--- src/rtl/block_xfer_sequencer_if.sv ---
// Memory-side bus of the LDM/STM block-transfer sequencer: one word access
// per cycle plus the register-file write strobe for loaded data.
interface block_xfer_sequencer_if #(
    parameter int ADDR_WIDTH = 32,
    parameter int NUM_REGS   = 16
);
    logic [ADDR_WIDTH-1:0]       mem_addr;
    logic                        mem_req;
    logic                        mem_we;
    logic                        mem_ready;
    logic [$clog2(NUM_REGS)-1:0] reg_idx;
    logic                        reg_we;

    // Sequencer side: issues accesses, memory answers with mem_ready.
    modport master (
        output mem_addr, mem_req, mem_we, reg_idx, reg_we,
        input  mem_ready
    );

    // Memory / register-file side.
    modport slave (
        input  mem_addr, mem_req, mem_we, reg_idx, reg_we,
        output mem_ready
    );
endinterface

--- src/rtl/block_xfer_sequencer.sv ---
// Multi-cycle sequencer for ARM LDM/STM block transfers. Walks the register
// list lowest-first, one word access per set bit, and produces the final base
// writeback value for the control unit.
module block_xfer_sequencer #(
    parameter int ADDR_WIDTH = 32,
    parameter int NUM_REGS   = 16
) (
    input  logic                        clk,
    input  logic                        reset,
    input  logic                        start,
    input  logic                        abort,
    input  logic [NUM_REGS-1:0]         reg_list,
    input  logic [ADDR_WIDTH-1:0]       base,
    input  logic                        up,
    input  logic                        pre,
    input  logic                        wb,
    input  logic                        load,
    input  logic [$clog2(NUM_REGS)-1:0] base_idx,
    block_xfer_sequencer_if.master      bus,
    output logic                        base_wb_en,
    output logic [ADDR_WIDTH-1:0]       base_wb_value,
    output logic                        busy,
    output logic                        done
);

    localparam int IDX_W = $clog2(NUM_REGS);
    localparam int CNT_W = $clog2(NUM_REGS + 1);

    typedef enum logic [1:0] {
        IDLE,
        XFER,
        FINISH
    } state_t;

    state_t state_q, state_d;

    logic [NUM_REGS-1:0]   mask_q;      // registers still to transfer
    logic [NUM_REGS-1:0]   list_q;      // original list, for the base-conflict rule
    logic [ADDR_WIDTH-1:0] addr_q;      // address of the current access
    logic [ADDR_WIDTH-1:0] final_q;     // writeback value, fixed at launch
    logic                  load_q;
    logic                  wb_q;
    logic [IDX_W-1:0]      base_idx_q;

    function automatic logic [CNT_W-1:0] popcount(input logic [NUM_REGS-1:0] v);
        popcount = '0;
        for (int i = 0; i < NUM_REGS; i++)
            popcount = popcount + CNT_W'(v[i]);
    endfunction

    function automatic logic [IDX_W-1:0] lowest_set(input logic [NUM_REGS-1:0] m);
        lowest_set = '0;
        for (int i = NUM_REGS - 1; i >= 0; i--)
            if (m[i]) lowest_set = IDX_W'(i);
    endfunction

    // Launch arithmetic: an empty list transfers R15 only but still moves the
    // base by a full 16 words.
    logic                  list_empty;
    logic [CNT_W-1:0]      n_set, n_addr, n_wb;
    logic [ADDR_WIDTH-1:0] span_addr, span_wb, start_addr, final_val;
    logic [NUM_REGS-1:0]   launch_mask;
    logic                  last_bit;

    // Compute the launch address, mask and final base value from the live inputs.
    always_comb begin
        list_empty  = (reg_list == '0);
        n_set       = popcount(reg_list);
        n_addr      = list_empty ? CNT_W'(1) : n_set;
        n_wb        = list_empty ? CNT_W'(NUM_REGS) : n_set;
        launch_mask = list_empty ? {1'b1, {(NUM_REGS-1){1'b0}}} : reg_list;
        span_addr   = ADDR_WIDTH'(n_addr) << 2;
        span_wb     = ADDR_WIDTH'(n_wb) << 2;
        final_val   = up ? base + span_wb : base - span_wb;
        unique case ({up, pre})
            2'b10:   start_addr = base;                                   // IA
            2'b11:   start_addr = base + ADDR_WIDTH'(4);                  // IB
            2'b00:   start_addr = base - span_addr + ADDR_WIDTH'(4);      // DA
            default: start_addr = base - span_addr;                       // DB
        endcase
    end

    // The access in flight is the last one when clearing its bit empties the mask.
    assign last_bit = ((mask_q & (mask_q - NUM_REGS'(1))) == '0);

    // State register.
    always_ff @(posedge clk) begin
        // NOTE: sequential state uses non-blocking assignments so every flop
        // samples pre-edge values regardless of block ordering.
        if (!reset) state_q <= IDLE;
        else        state_q <= state_d;
    end

    // Transfer context: latched at launch, mask and address advance on each ack.
    always_ff @(posedge clk) begin
        if (!reset) begin
            mask_q     <= '0;
            list_q     <= '0;
            addr_q     <= '0;
            final_q    <= '0;
            load_q     <= 1'b0;
            wb_q       <= 1'b0;
            base_idx_q <= '0;
        end else begin
            unique case (state_q)
                IDLE: begin
                    if (start) begin
                        mask_q     <= launch_mask;
                        list_q     <= reg_list;
                        addr_q     <= start_addr;
                        final_q    <= final_val;
                        load_q     <= load;
                        wb_q       <= wb;
                        base_idx_q <= base_idx;
                    end
                end
                XFER: begin
                    if (bus.mem_ready) begin
                        mask_q <= mask_q & (mask_q - NUM_REGS'(1));
                        addr_q <= addr_q + ADDR_WIDTH'(4);
                    end
                end
                default: ;
            endcase
        end
    end

    // Next-state and output decode.
    always_comb begin
        // NOTE: every output gets a default first so no path leaves a value
        // unassigned, which would otherwise infer a latch.
        state_d      = state_q;
        bus.mem_req  = 1'b0;
        bus.mem_we   = 1'b0;
        bus.mem_addr = '0;
        bus.reg_idx  = '0;
        bus.reg_we   = 1'b0;
        done         = 1'b0;
        base_wb_en   = 1'b0;

        unique case (state_q)
            IDLE: begin
                if (start) state_d = XFER;
            end
            XFER: begin
                bus.mem_req  = 1'b1;
                bus.mem_we   = ~load_q;
                bus.mem_addr = addr_q;
                bus.reg_idx  = lowest_set(mask_q);
                // An ack coinciding with abort still commits its load data.
                bus.reg_we   = bus.mem_ready & load_q;
                if (abort)                          state_d = IDLE;
                else if (bus.mem_ready && last_bit) state_d = FINISH;
            end
            FINISH: begin
                state_d = IDLE;
                if (!abort) begin
                    done       = 1'b1;
                    // A base register that was itself loaded keeps the loaded value.
                    base_wb_en = wb_q & ~(load_q & list_q[base_idx_q]);
                end
            end
            default: state_d = IDLE;
        endcase
    end

    assign busy          = (state_q != IDLE);
    assign base_wb_value = final_q;

endmodule

--- src/flat_wrapper.sv ---
// flat-port wrapper written by rule: the top's interface ports become plain ports
module block_xfer_sequencer_flat 
#(
    parameter int ADDR_WIDTH = 32,
    parameter int NUM_REGS   = 16
)
  (clk, reset, start, abort, reg_list, base, up, pre, wb, load, base_idx, base_wb_en, base_wb_value, busy, done, bus_mem_addr, bus_mem_req, bus_mem_we, bus_reg_idx, bus_reg_we, bus_mem_ready);
  block_xfer_sequencer_if #(.ADDR_WIDTH(ADDR_WIDTH), .NUM_REGS(NUM_REGS)) bus_i ();
  input  logic clk;
  input  logic reset;
  input  logic start;
  input  logic abort;
  input  logic [NUM_REGS-1:0] reg_list;
  input  logic [ADDR_WIDTH-1:0] base;
  input  logic up;
  input  logic pre;
  input  logic wb;
  input  logic load;
  input  logic [$clog2(NUM_REGS)-1:0] base_idx;
  output logic base_wb_en;
  output logic [ADDR_WIDTH-1:0] base_wb_value;
  output logic busy;
  output logic done;
  output wire logic [$bits(bus_i.mem_addr)-1:0] bus_mem_addr;
  output wire logic [$bits(bus_i.mem_req)-1:0] bus_mem_req;
  output wire logic [$bits(bus_i.mem_we)-1:0] bus_mem_we;
  output wire logic [$bits(bus_i.reg_idx)-1:0] bus_reg_idx;
  output wire logic [$bits(bus_i.reg_we)-1:0] bus_reg_we;
  input wire logic [$bits(bus_i.mem_ready)-1:0] bus_mem_ready;
  assign bus_mem_addr = bus_i.mem_addr;
  assign bus_mem_req = bus_i.mem_req;
  assign bus_mem_we = bus_i.mem_we;
  assign bus_reg_idx = bus_i.reg_idx;
  assign bus_reg_we = bus_i.reg_we;
  assign bus_i.mem_ready = bus_mem_ready;
  block_xfer_sequencer #(.ADDR_WIDTH(ADDR_WIDTH), .NUM_REGS(NUM_REGS)) u_core (.clk(clk), .reset(reset), .start(start), .abort(abort), .reg_list(reg_list), .base(base), .up(up), .pre(pre), .wb(wb), .load(load), .base_idx(base_idx), .bus(bus_i), .base_wb_en(base_wb_en), .base_wb_value(base_wb_value), .busy(busy), .done(done));
endmodule
--- config.mk ---
export PLATFORM = sky130hd
export DESIGN_NAME = block_xfer_sequencer_flat
export DESIGN_NICKNAME = d
export VERILOG_FILES = /design/src/rtl/block_xfer_sequencer_if.sv /design/src/rtl/block_xfer_sequencer.sv /design/src/flat_wrapper.sv
export SDC_FILE = /design/constraint.sdc
export NUM_CORES = 1
export LEC_CHECK = 0
export ABC_CLOCK_PERIOD_IN_PS = 17900
export CAP_MARGIN = 25
export CELL_PAD_IN_SITES_DETAIL_PLACEMENT = 2
export CELL_PAD_IN_SITES_GLOBAL_PLACEMENT = 2
export CORE_AREA = 2 2 160 193
export DETAILED_ROUTE_END_ITERATION = 8
export DIE_AREA = 0 0 162 195
export HOLD_SLACK_MARGIN = 0.02
export PLACE_DENSITY_LB_ADDON = 0.1
export SETUP_SLACK_MARGIN = 0.02
export SKIP_CTS_REPAIR_TIMING = 1
export SLEW_MARGIN = 0
export SYNTH_ARGS = -nofsm -noshare
export SYNTH_HDL_FRONTEND = slang
export SYNTH_SLANG_ARGS = --single-unit
--- constraint.sdc ---
create_clock -name clk -period 17.9 [get_ports clk]
set_input_delay 3.58 -clock clk [delete_from_list [all_inputs] [get_ports clk]]
set_output_delay 3.58 -clock clk [all_outputs]
set_load 0.05 [all_outputs]
; ---- Yosys cells after proc, flatten, opt, wreduce, memory -nomap -nowiden
; Cells that the tools add are included.
[word_totals]
regBits = 104
latchBits = 0
mem_bits_rw = 0
romBits = 0
inputBits = 61
out_inout_bits = 74
wordCells = 96
mem_count = 0
[op_classes]
add_sub_neg = 22
mul = 0
div_mod_pow = 0
magnitude_cmp = 1
n_eq_ne = 7
shift = 0
n_mux = 42
bitwise_logic = 6
n_reduce_logical = 10
[op_table]
columns = cell, n
row1 = $mux W32, 4
row2 = $add A32 B3 Y32 const B, 3
row3 = $pmux W32 S3, 1
row4 = $add A5 B1 Y5, 14
row5 = $mux W4, 17
row6 = $pmux W32 S2, 1
row7 = $sub A32 B7 Y32, 2
row8 = $mux W16, 3
row9 = $add A32 B7 Y32, 1
row10 = $logic_not A16 Y1, 2
row11 = $pmux W16 S2, 1
row12 = $and A16 B16 Y16, 1
row13 = $sub A16 B1 Y16 const B, 1
row14 = $mux W5, 2
row15 = $mux W1, 8
row16 = $eq A2 B2 Y1 const B, 3
row17 = $mux W2, 3
row18 = $lt A4 B5 Y1 const B, 1
row19 = $bmux W1 S4, 1
row20 = $logic_not A2 Y1, 2
row21 = $ne A2 B2 Y1 const B, 2
row22 = $pmux W2 S2, 1
row23 = $reduce_and A2 Y1, 2
row24 = $reduce_bool A2 Y1, 2
row25 = other kinds (7), 10

; ---- Depth between registers and ports, before layout
; Gate-level depths: netlist (run 1).
[depth]
depth_word = 21
ltp_mapped = 29
depth_no_buf = 29

; ---- Least setup slack after synthesis (run 1)
; Ideal clock, no wire load.
[synth_timing]
kind = input to register
startpoint = input reg_list[0]
endpoint = register u_core.addr_q[28]
setup_ns = 0.117
arrival_time_ns = 10.080
required_ns = 17.783
setup_slack_ns = 7.704
cell_stages = 25
n_path_buf = 3
cell_sequence = inv_1 ha_1 inv_1 fa_1 fa_1 fa_1 fa_1 fa_1 fa_1 nor2b_1 o21ai_0 nand2b_1 ha_1 or4_1 buf_2 or3_1 buf_2 nor4_4 o211a_2 o22ai_2 or4b_1 buf_2 nand3b_1 xnor2_1 a22o_1
[synth_between]
elab_chain_len = 21
word_cells_on_any_way = 22
cone_classes = add/sub (17) / mux (4) / reduce/logical (1)
[synth_lines]
columns = element, line
row1 = from (decl), flat_wrapper.sv:13  ; input logic [NUM_REGS-1:0] reg_list;
row2 = $add A1 B1 Y2, block_xfer_sequencer.sv:48  ; popcount = popcount + CNT_W'(v[i]);
row3 = $add A5 B1 Y5 (14 in a row), block_xfer_sequencer.sv:48
row4 = $mux W5 (*), block_xfer_sequencer.sv:69  ; n_addr = list_empty ? CNT_W'(1) : n_set;
row5 = $sub A32 B7 Y32 (*), "block_xfer_sequencer.sv:78, block_xfer_sequencer.sv:79"
row6 = $add A32 B3 Y32, block_xfer_sequencer.sv:78  ; 2'b00: start_addr = base - span_addr + ADDR_WIDTH'(4);
row7 = $pmux W32 S3 (*), block_xfer_sequencer.sv:75  ; unique case ({up, pre})
row8 = $mux W32 (*), block_xfer_sequencer.sv:107  ; if (start) begin
row9 = $pmux W32 S2 (*), block_xfer_sequencer.sv:105  ; unique case (state_q)
row10 = to (signal assigned), block_xfer_sequencer.sv:110  ; addr_q <= start_addr;
row11 = to (signal assigned), block_xfer_sequencer.sv:120  ; addr_q <= addr_q + ADDR_WIDTH'(4);
row12 = to (decl), block_xfer_sequencer.sv:39  ; logic [ADDR_WIDTH-1:0] addr_q;
; Mark *: on every way between the ends. The rest lies on a longest branch, timed or not. The select of a mux whose other input is x is not followed.
; A chain may end at the register's enable or synchronous reset.

; ---- Worst setup path after layout (run 1)
[layout_timing]
startpoint = input reg_list[1]
endpoint = register u_core.addr_q[28]
; Same word-level chain as after synthesis.

==> run metrics, run 1 <==
Final nets roughly 1600; CORE AREA between 20000 and 30000 µm²; CTS max path bufs 2; setup violators final 0; Synth async-reset ratio 0%; chip width roughly 160 µm; Least-Margin Pin Slew 1.08 ns; gr usage total 27.7%; P_int between 0.7 and 0.8 mW; max cap viols 0; part of the cycle the worst path needs a little over three fifths; GRT overflow 0; Leakage about 4.3 nW; switch share between 50% and 60%; yosys synthesis warning count 0; DR vias about 11000; clock network power share between 10% and 20%; 1st-iter DRT viols 538; Hold Crit Depth 2; DRC errors left 0; r2r endpoint u_core.addr_q[22]$_SDFFE_PN0P_; area delta synth->final 19.4%; clk root buf clkbuf_16; min cycle time layout between 10 and 15 ns; Antenna Nets Post-Route 0; complex-gate fraction of the synthesized area about 28%; first-pass GRT wire length about 70000 µm; Crit Path Class in2reg; most used flip-flop cell after synthesis dfxtp_1; clock sink count 104; sequential power share 20.2%; drt via density around 6.0; CP Launch Type input pin; die area about 32000 µm²; Clk Latency, worst-skew pair 0.38 ns; CTS tree built; Synth cell types 82; class of the worst hold path reg2reg; hold path start u_core.base_wb_value[25]$_SDFFE_PN0P_; Worst-path clk slew around 0.090 ns; Cells after Synth roughly 1400; crit-path max FO 9; hold endpoint u_core.base_wb_value[25]$_SDFFE_PN0P_; io pins 135; post-synthesis mux area share approximately 2.1%; Net Count, Synth ~1500; Pwr per Cell Area around 120 nW/µm²; outcome finished, final reports clean; mapped cell area between 9000 and 10000 µm²; Site Rows a little under 70; drt first pass iters 5; Filler cells around 3500; Starting Density 33.7%; Simple-Gate Fraction of Synth Area 28.6%; reported net switching power 0.744 mW; share of cells above drive strength 1 ~4.6%; clock skew 0.0169 ns; Worst Path Required around 18 ns; worst ir drop on vdd between 0.00005 and 0.00006 V; cell taking the most area after synthesis dfxtp_1; unrepaired setup endpoints after global routing no; top cells by area, synth dfxtp_1 (21%), a21oi_1 (7.9%), nand2_1 (7.2%); Post-synth EDFFs 0; total wire length 43800 µm; H-tree depth 3; Arr. time, crit path 11.49 ns; initial antenna violation count 4; combinational power share 65.0%; Yosys top cell area share between 20% and 30%; R2R cell count 11; adder-cell share of the synthesized area under 10%; largest family of logic cells by synthesized area simple AND/OR/NAND/NOR gates; Hold Vio Cnt, Final 0; setup TNS 0 ns; area of the multi-input gates between 7000 and 8000 µm²; XOR/XNOR Fraction of Synth Area 6.26%; Die Y just under 200 µm; CTS buffer count 9; Mapped Avg Cell Area around 7.0 µm²; placer congestion estimate around 0.89; vias in the first global route around 12000; register cell area after layout 2080 µm²; ant diodes 0; Max Freq about 0.09 GHz; Worst Setup End Kind flip-flop; Fin Hold WS ~0.46 ns; R2R Path Start u_core.state_q[1]$_SDFFE_PN0P_; largest net degree at the start of global routing 69; reg2reg setup slack 14.41 ns; number of synthesized register bits approximately 100; share of the yosys chip area belonging to registers between 20% and 30%; I/O Buffers 134; drt wl/cell approximately 23 µm; Slew headroom a little over a quarter; DPL Wire Length roughly 33000 µm; Slew Limit Fails 0
==> per-layer routing <==
layer,global-route usage (%),vias up,part of all wire (%)
met2,48.5,226,49
met1,35.1,5621,44
li1,-,5279,-
met4,8.29,4,2.6
met5,0,-,0.059
met3,3.72,65,3.7
==> critical path, stage by stage <==
cell and delay, ns:
clkdlybuf4s50_1 0.60, inv_1 0.08, ha_1 0.28, inv_1 0.04, fa_1 0.46, fa_1 0.51
fa_1 0.54, fa_1 0.43, fa_1 0.41, fa_1 0.41, nor2b_1 0.15, o21ai_0 0.10
nand2b_1 0.19, ha_1 0.46, o21ai_0 0.18, a21oi_1 0.45, o21a_1 0.25, o22ai_1 0.14
nor4_1 0.94, or4b_1 0.68, nand3b_1 0.24, xnor2_1 0.15, a22o_1 0.23
==> registers in the layout, indices dropped and copies added (netlist names) <==
register and flops:
u_core.base_wb_value 32, u_core.list_q 16, u_core.mask_q 16, u_core.load_q 1, u_core.wb_q 1, u_core.base_idx_q 4
u_core.state_q 2, u_core.addr_q 32
==> cells in the mapped netlist, types with 6 or more instances <==
master,number
a211oi_1,18
a21o_1,11
a21oi_1,157
a221oi_1,8
a22oi_1,6
a31oi_1,25
and2_1,42
and3_1,15
clkbuf_1,86
dfxtp_1,104
fa_1,12
ha_1,48
inv_1,54
mux2i_1,6
nand2_1,190
nand2b_1,9
nand3_1,44
nand3b_1,9
nand4_1,17
nor2_1,112
nor2b_1,8
nor3_1,47
nor4_1,27
nor4b_1,6
o211ai_1,8
o21a_1,9
o21ai_0,96
o21bai_1,9
o22ai_1,7
o31ai_1,13
or3_1,17
xnor2_1,48
xor2_1,23
==> stage by stage <==
stage | setup WS (ns) | area (µm²) | instances | power (mW) | util (%)
detailed placement | 6.32 | 11600 | 1860 | 1.24 | 39.1
floorplan | 7.70 | 9940 | 1413 | 0.954 | -
global placement | 6.59 | 11500 | 1859 | 1.21 | 39.1
finish | 6.67 | 11900 | 1876 | 1.46 | 40.2
CTS | 6.75 | 11900 | 1876 | 1.47 | 40.2
global route | 6.29 | 11900 | 1876 | 1.57 | 40.2
==> final cells by class <==
class                           count  share of cell area, %
Multi-Input combinational cell   1157                   61.4
Sequential cell                   104                   17.6
Timing Repair Buffer              153                   12.5
Tap cell                          390                   4.11
Clock buffer                        9                   1.90
Inverter                           56                   1.77
Clock inverter                      7                  0.675
==> worst max path at each step <==
stage                start                        endpoint  slack [ns]  cells past startpoint
2_1_floorplan  reg_list[0]  u_core.addr_q[28]$_SDFFE_PN0P_        7.70                     25
3_3_place_gp   reg_list[1]  u_core.addr_q[16]$_SDFFE_PN0P_        6.59                     23
3_5_place_dp   reg_list[1]  u_core.addr_q[22]$_SDFFE_PN0P_        6.32                     23
4_1_cts        reg_list[1]  u_core.addr_q[28]$_SDFFE_PN0P_        6.75                     23
5_1_grt        reg_list[1]  u_core.addr_q[16]$_SDFFE_PN0P_        6.29                     23
6_report       reg_list[1]  u_core.addr_q[28]$_SDFFE_PN0P_        6.67                     23
==> power groups by stage <==
stage	sequential (mW)	clock (mW)	combinational (mW)
2_1_floorplan	0.360	0	0.594
3_3_place_gp	0.299	0	0.911
3_5_place_dp	0.300	0	0.940
4_1_cts	0.295	0.221	0.952
5_1_grt	0.300	0.230	1.04
6_report	0.295	0.215	0.948
==> cells in the final DEF, fill, tap and decap left out, types with 6 or more instances in the layout <==
cell	instances
a31oi_1	25
o211ai_1	8
xnor2_1	48
nand2b_1	8
nor3_1	47
inv_1	53
o22ai_1	7
fa_1	12
mux2i_1	6
nand3b_1	9
nor2b_1	8
buf_4	18
and3_1	15
nand4_1	17
and2_1	41
a21oi_1	156
xor2_1	23
o21a_1	9
a21o_1	11
o21ai_0	96
nor4b_1	6
or3_1	17
a221oi_1	8
o31ai_1	13
a22oi_1	6
nor4_1	27
nand2_1	189
a211oi_1	18
nor2_1	112
clkbuf_16	9
dfxtp_1	104
clkdlybuf4s50_1	134
o21bai_1	9
ha_1	48
nand3_1	44
==> cell families after synthesis <==
kind of cell    after synthesis
xor+xnor                     71
compound gates              437
buf+inv                     152
simple gates                573
flops                       104
mux                          14
fa+ha+maj                    62
Note: power is estimated with default switching activity, not from simulation.
==> run 2: changes to the inputs <==
Settings changed: ABC_CLOCK_PERIOD_IN_PS 17900 to 10640, CORE_AREA 2 2 160 193 to 2 2 164 199, DIE_AREA 0 0 162 195 to 0 0 166 201.
Clock period 17.9 ns to 10.64 ns, I/O delays scaled along.
==> run metrics, run 2 (synthesis gave the netlist of run 1 again) <==
crit-path max FO 8; ant diodes 0; drt wl/cell around 23 µm; DR vias 11200; r2r endpoint u_core.addr_q[22]$_SDFFE_PN0P_; P_int ~1.2 mW; gr usage total approximately a quarter; setup TNS 0 ns; R2R cell count 11; CP Launch Type input pin; share of cells above drive strength 1 around 5%; Die Y around 200 µm; largest net degree at the start of global routing between 80 and 90; most common cell after layout, fill and taps aside nand2_1; 1st-iter DRT viols 583; max cap viols 0; global-route met2 utilization 46.9%; Max Freq ~0.10 GHz; Slew Limit Fails 0; final design utilization 37.7%; Worst-path clk slew 0.08 ns; Final nets ~1600; Starting Density 31.4%; hold path start u_core.base_wb_value[10]$_SDFFE_PN0P_; R2R Path Start u_core.state_q[1]$_SDFFE_PN0P_; class of the worst hold path reg2reg; setup violators final 0; Crit Path Class in2reg; reported net switching power roughly 1.3 mW; clock sink count 104; clock skew between 0.01 and 0.015 ns; placer congestion estimate between 0.8 and 0.9; Hold Vio Cnt, Final 0; met1 GRT Util about 34%; Arr. time, crit path between 9 and 10 ns; GRT overflow 0; reg2reg setup slack about 7.2 ns; area delta synth->final 20.0%; min cycle time layout around 9.6 ns; crit-path cells clkdlybuf4s50_1, inv_1, ha_1, inv_1, fa_1, fa_1, fa_1, fa_1, fa_1, fa_1, nor2b_1, o21ai_0, nand2b_1, ha_1, nor4_4, nand2_1, nor4_1, o311ai_0, a211o_1, or4b_1, nand3b_1, xnor2_1, a22o_1; Antenna Nets Post-Route 0; Worst Path Required roughly 11 ns; Clk Latency, worst-skew pair ~0.38 ns; clk root buf clkbuf_16; switch share 51.0%; unrepaired setup endpoints after global routing no; hold endpoint u_core.base_wb_value[10]$_SDFFE_PN0P_; worst ir drop on vdd ~0.000087 V; CTS buffer count 9; CTS tree built; sequential power share 20.2%; GR Util met3 2.17%; Worst Setup End Kind flip-flop; drt via density 5.88; Pwr per Cell Area 207 nW/µm²; H-tree depth 3; I/O Buffers between 100 and 150; most frequent CP cell fa_1; Placement Setup Slack about 0.73 ns; Final WS setup 1.03 ns; clock network power share around 15%; outcome finished, final reports clean; drt first pass iters 5; Critical-path top delay cell or4b_1; io pins approximately 140; Fin Hold WS about 0.45 ns; DRC errors left 0; total wire length 44500 µm; Power Total approximately 2.5 mW; CTS max path bufs 2; Hold Crit Depth 2; Site Rows about 70; most frequent cells in the layout nand2_1 (189), a21oi_1 (156), clkdlybuf4s50_1 (134); CP max stage delay 0.68 ns; combinational power share about 65%; most crowded layer after global routing met2; DPL Wire Length ~34000 µm; vias in the first global route around 12000; Slew headroom a little under two fifths; Leakage 4.37 nW; Least-Margin Pin Slew between 0.9 and 1 ns; die area 33400 µm²; first-pass GRT wire length 69800 µm; part of the cycle the worst path needs between 90 and 100%; chip width 166 µm; initial antenna violation count 1; CORE AREA 31600 µm²
[run 2: cell count changes in the layout (fill, tap and decap cells not counted)]
cell / delta
clkinvlp_4: -1
buf_4: +8
clkinv_4: +2
inv_8: +1
inv_6: -1
clkinv_8: -2
buf_6: -1
inv_12: +1
[run 2: cell type report]
cell class,instances,area [µm²]
clock buffer,9,225
clock inverter,7,76.3
fill,3693,19700
inverter,56,210
multi-input combinational,1157,7290
sequential,104,2080
tap,407,509
timing repair buffer,160,1540
[run 2: layer usage]
layer / wire, µm / vias to the layer above
met3: 989 / 34
met5: 0 / -
met4: 801 / 0
met1: 20500 / 5687
li1: - / 5278
met2: 22200 / 169
[run 2: worst max-delay path: cells and delay by family]
kind,cells,cell delay (ns)
compound gates,4,1.04
xor+xnor,1,0.14
fa+ha+maj,8,3.40
buf+inv,3,0.68
simple gates,7,2.47
[run 2: through the flow]
stage	std cells	cell area [µm²]
floorplan	1413	9940
global placement	1884	11600
detailed placement	1884	11600
CTS	1900	11900
global route	1900	11900
finish	1900	11900
[run 2: how the worst max path moves through the flow]
stage           startpoint                             end  slack, ns  cells past startpoint
2_1_floorplan  reg_list[0]  u_core.addr_q[28]$_SDFFE_PN0P_       1.90                     25
3_3_place_gp   reg_list[1]  u_core.addr_q[28]$_SDFFE_PN0P_       0.88                     23
3_5_place_dp   reg_list[1]  u_core.addr_q[28]$_SDFFE_PN0P_       0.73                     23
4_1_cts        reg_list[1]  u_core.addr_q[28]$_SDFFE_PN0P_       1.09                     23
5_1_grt        reg_list[1]  u_core.addr_q[28]$_SDFFE_PN0P_       0.60                     23
6_report       reg_list[1]  u_core.addr_q[28]$_SDFFE_PN0P_       1.03                     23
[run 2: power by group through the flow]
stage                     Clock, mW  Sequential, mW  Combinational (mW)
after CTS                     0.376           0.499                1.61
after detailed placement          0           0.507                1.60
after global placement            0           0.505                1.56
after global routing          0.391           0.508                1.77
final                         0.367           0.498                1.61
after floorplan                   0           0.605               0.999
